<file path="config.mk">
export PLATFORM = sky130hd
export DESIGN_NAME = button_conditioner
export DESIGN_NICKNAME = d
export VERILOG_FILES = /design/src/rtl/button_conditioner.sv
export SDC_FILE = /design/constraint.sdc
export NUM_CORES = 1
export LEC_CHECK = 0
export BUFFER_PORTS_ARGS = -buffer_cell sky130_fd_sc_hd__buf_2
export CORE_MARGIN = 5
export CORE_UTILIZATION = 50
export CTS_CLUSTER_SIZE = 10
export DETAILED_ROUTE_END_ITERATION = 12
export PLACE_DENSITY = 0.67
export REMOVE_ABC_BUFFERS = 1
export SYNTH_ARGS = -nofsm -noshare
export SYNTH_HDL_FRONTEND = slang
export SYNTH_SLANG_ARGS = --single-unit
</file>
<file path="constraint.sdc">
create_clock -name clk -period 3.1 [get_ports clk]
set_input_delay 0.31 -clock clk [delete_from_list [all_inputs] [get_ports clk]]
set_output_delay 0.31 -clock clk [all_outputs]
set_load 0.1 [all_outputs]
</file>
<file path="src/rtl/button_conditioner.sv">
// button_conditioner: 2-FF sync, counter debounce, rise detect and
// sticky event flags for 4 raw board inputs.
//
// Ports:
//   clk         system clock, all state on rising edge
//   rst_n       asynchronous active-low reset
//   raw_in      raw asynchronous board inputs, bit i = channel i
//   clr_we      clear strobe for sticky flags
//   clr_mask    channels cleared when clr_we=1
//   btn_level   debounced level per channel
//   btn_rise    one-cycle pulse on accepted 0->1 transition
//   btn_pending sticky rise flag per channel
module button_conditioner #(
    parameter int DEBOUNCE_CYCLES = 1000000,
    parameter int CNT_W = $clog2(DEBOUNCE_CYCLES)
) (
    input  logic       clk,
    input  logic       rst_n,
    input  logic [3:0] raw_in,
    input  logic       clr_we,
    input  logic [3:0] clr_mask,
    output logic [3:0] btn_level,
    output logic [3:0] btn_rise,
    output logic [3:0] btn_pending
);

    localparam logic [CNT_W-1:0] CNT_MAX =
        CNT_W'(DEBOUNCE_CYCLES - 1);

    logic [3:0]       sync1;
    logic [3:0]       sync2;
    logic [CNT_W-1:0] cnt     [4];
    logic [CNT_W-1:0] cnt_nxt [4];
    logic [3:0]       accept;
    logic [3:0]       level_nxt;
    logic [3:0]       rise_nxt;
    logic [3:0]       pend_nxt;
    logic [3:0]       clr;

    // Counter only runs while the synchronized input disagrees with
    // the accepted level; reaching the terminal value accepts, so the
    // counter can never wrap.
    always_comb begin
        accept = '0;
        for (int i = 0; i < 4; i++) begin
            cnt_nxt[i] = '0;
            if (sync2[i] != btn_level[i]) begin
                if (cnt[i] == CNT_MAX)
                    accept[i] = 1'b1;
                else
                    cnt_nxt[i] = cnt[i] + 1'b1;
            end
        end
    end

    // An accept always flips the level; it is a rise when the new
    // level is 1. Set beats clear on the sticky flag.
    always_comb begin
        level_nxt = btn_level ^ accept;
        rise_nxt  = accept & sync2;
        clr       = clr_we ? clr_mask : 4'b0000;
        pend_nxt  = (btn_pending & ~clr) | rise_nxt;
    end

    always_ff @(posedge clk or negedge rst_n) begin
        if (!rst_n) begin
            sync1       <= '0;
            sync2       <= '0;
            btn_level   <= '0;
            btn_rise    <= '0;
            btn_pending <= '0;
            for (int i = 0; i < 4; i++)
                cnt[i] <= '0;
        end else begin
            sync1       <= raw_in;
            sync2       <= sync1;
            btn_level   <= level_nxt;
            btn_rise    <= rise_nxt;
            btn_pending <= pend_nxt;
            for (int i = 0; i < 4; i++)
                cnt[i] <= cnt_nxt[i];
        end
    end

endmodule
</file>
# Yosys cells after proc, flatten, opt, wreduce, memory -nomap -nowiden
# Cells that the tools add are included.
# totals
ff_bits	100
# classes
n_eq_ne	8
n_bitwise	5
muxes	17
n_addsub	4
# ops
cell	n
20-bit 2-to-1 mux	8
20-bit by 1-bit adder with 20-bit output, second input constant	4
20-bit == test, second input constant	4
4-bit AND	2
1-bit 2-to-1 mux	8
4-bit 2-to-1 mux	1
1-bit inequality test	4
4-bit inverter	1
4-bit bitwise OR	1
4-bit XOR	1

# Longest topological paths before layout
# logic_depth
word_depth	5
ltp_mapped	6
mapped_depth_nobuf	5

# Worst setup path before layout
# OpenSTA, ideal clock, no wires.
# synth_timing
path_type	register to register
start	register cnt[8] (netlist bit)
end	register (tool-made name)
t_arrival_ns	1.882
stages_incl_launch_ff	5
n_path_buf	0
slack_ns	1.092
setup_ns	0.126
required_time_ns	2.974
path_cell_list	dfrtp_1 > or4b_1 > or4_1 > nor2_1 > mux2_2
# synth_lines
item	line	rtl
from (decl)	32	logic [CNT_W-1:0] cnt [4];
from (signal, indexed assignment)	81	cnt[i] <= cnt_nxt[i];

==> summary.txt <==
Clock tree
  – CTS Buf Count: 9
  – Total setup buffers inserted after CTS: 0
  – CTS tree: built
  – Reg clk slew, reported paths: 0.09 ns
  – Root Buffer: clkbuf_8
  – Deepest clock path buffer count: 2
  – Worst skew pair latency: 0.35 ns
  – Hold Buf Count CTS: 0
  – Clock H-tree levels: 3
  – # clock sinks: 100
  – Post-cts resize count: 0

Synth
  – Sequential area share after synthesis: 53.5%
  – Cells after Synth: 468
  – Synthesized area: 4680 µm²
  – Ys async rst share: 100%
  – Area leader, netlist: dfrtp_1
  – Synth Area in Compound Gates: 7.14%
  – Largest family of logic cells by synthesized area: simple AND/OR/NAND/NOR gates
  – Synth area leaders: dfrtp_1 53%, xnor2_1 6.7%, nor2_1 5.7%
  – Distinct cells, synth: 43
  – Post-synth EDFFs: 0
  – Post-synthesis simple-gate area fraction: 24.7%
  – Synth Area in XOR/XNOR: 9.73%
  – Ys Warns: 0
  – Flops & latches, synth: 100
  – Multiplexer share of the synthesized area: 1.18%
  – Share of the synthesized area in the top cell type: 53.5%
  – Adder-Cell Fraction of Synth Area: 1.07%
  – Synth Flop Type: dfrtp_1
  – Post-synth top cells: 100 x dfrtp_1, 71 x nor2_1, 36 x xnor2_1
  – Top-count cell post-synth: dfrtp_1
  – Post-Syn Area per Cell: 10.0 µm²

STA
  – Fin worst setup slack: 0.820 ns
  – Layout Skew: 0.00893 ns
  – Slew headroom: 50.1%
  – Hold WS: 0.0144 ns
  – Final Hold Viols: 0
  – F_max: 439 MHz
  – # setup viols final: 0
  – Slew Viols, Final: 0
  – RSZ-0062 raised after global routing: no
  – Tcrit/Tclk final: 73.5%
  – Setup TNS: 0 ns
  – Actual slew at the worst max-slew pin: 0.748 ns
  – Minimum clock period: 2.28 ns

Floorplan
  – Starting Density: 50.9%
  – DIE WIDTH: 107 µm
  – Core area: 9200 µm²
  – Die Y: 107 µm
  – Row count: 35
  – Die area: 11,400 µm²
  – Io pins: 23

Critical path
  – CP Capture Type: register
  – CP max FO: 16
  – Worst Path Required: 3.34 ns
  – CP Launch Type: register
  – Worst setup path class: register to register
  – CP Data Arrival Time: 2.52 ns

Finish
  – ANT cells: 0
  – Post-layout util: 55.5%
  – Nets: 509
  – Layout cells sized above 1: 12.2%
  – Non-filler cells, final: 610
  – Synthesis-to-layout area growth: 9.04%

Detailed routing
  – Number of nets with antenna violations after routing: 0
  – Vias: 3,393
  – WL final: 8620 µm
  – Drt pass-1 iters: 6
  – Wire per inst: 14.1 µm
  – Vias per inst: 5.56
  – Drt drc: 0
  – DRT iter0 DRCs: 184

Worst hold path
  – Worst Hold Class: input pin to asynchronous set/reset pin

Placement
  – DP HPWL: 5960 µm
  – Port buffer count: 22
  – Pre-CTS setup slack: 0.839 ns
  – Cell Count Post-Placement: 594
  – Placer's final routability congestion estimate: 0.800

Pwr
  – VDD IR max: 296 µV
  – PwrDens: 421 nW/µm²
  – Leak: 2.10 nW

Status
  – Status: complete, no violations

Global routing
  – Grt total ovfl: 0
  – GRT Total Usage: 16.4%
  – Initial antenna violation count: 0
  – Vias in the first global route: 3,262
  – Largest net degree at the start of global routing: 60
  – First-pass GRT wire length: 15,300 µm

Flow run
  – Total of max-cap violations: 0
-- power by group --
group / internal [W] / switching, W / total, W
logic: 0.0000257 / 0.0000569 / 0.0000825
clock network: 0.000293 / 0.000434 / 0.000726
registers: 0.00132 / 0.0000174 / 0.00134
total: 0.00164 / 0.000508 / 0.00215
-- area by class of cell --
type / instances / area (µm²)
fillers: 841 / 4090
flip-flops and latches: 100 / 2500
multi-input cells: 336 / 2060
repair buffers: 27 / 163
well taps: 111 / 139
clock buffers: 10 / 128
inverters: 20 / 75.1
clock inverters: 6 / 40.0
-- cell families after synthesis --
logic type	after synthesis
AOI/OAI and AO/OA	54
DFF	100
buffers and inverters	32
muxes	5
and+or+nand+nor	221
xor gates and xnor gates	52
adders and majority gates	4
-- metrics by stage --
| step | instance area [µm²] | power [W] |
|---|---|---|
| after floorplan | 4630 | 0.00139 |
| after global placement | 4930 | 0.00145 |
| after detailed placement | 4930 | 0.00145 |
| after CTS | 5100 | 0.00218 |
| after global routing | 5100 | 0.00226 |
| final | 5100 | 0.00215 |
-- placed cells by master, fill, tap and decap left out, types with 14 or more instances in the layout --
master     n
nand4_1   16
nand2_1   27
nor2_1    71
nor3_1    14
nand3_1   24
inv_1     20
a21oi_1   19
dfrtp_1  100
xor2_1    16
buf_2     21
xnor2_1   36
-- state kept, by name, summed over array words and instances (netlist names), named ones only --
register     flops
btn_pending      4
btn_rise         4
cnt             80
sync1            4
sync2            4
-- worst paths after layout --
check	start	end	slack, ns	cells past startpoint
min in group clk	raw_in[2]	sync1[2]	0.06	1
worst min register to register	sync1[1]	sync2[1]	0.36	0
worst min-delay path	rst_n	cnt[72]	0.01	1
worst max-delay path	cnt[6]	cnt[2]	0.82	5
worst max register to register	cnt[6]	cnt[2]	0.82	5
max in group asynchronous	rst_n	cnt[30]	2.41	2
-- layer usage --
metal | track usage (%) | share of wire (%)
met5 | 0 | 0
met4 | 4.93 | 0.73
met3 | 3.55 | 3.5
met2 | 25.9 | 47
met1 | 22.8 | 48
-- worst max-delay path, cell delays in order (launching register included) --
cell	delay (ns)
dfrtp_1	0.45
or4b_1	0.47
or4_1	0.53
o21ai_1	0.35
buf_4	0.29
nor2_1	0.08
(Power assumes the default switching activity.)
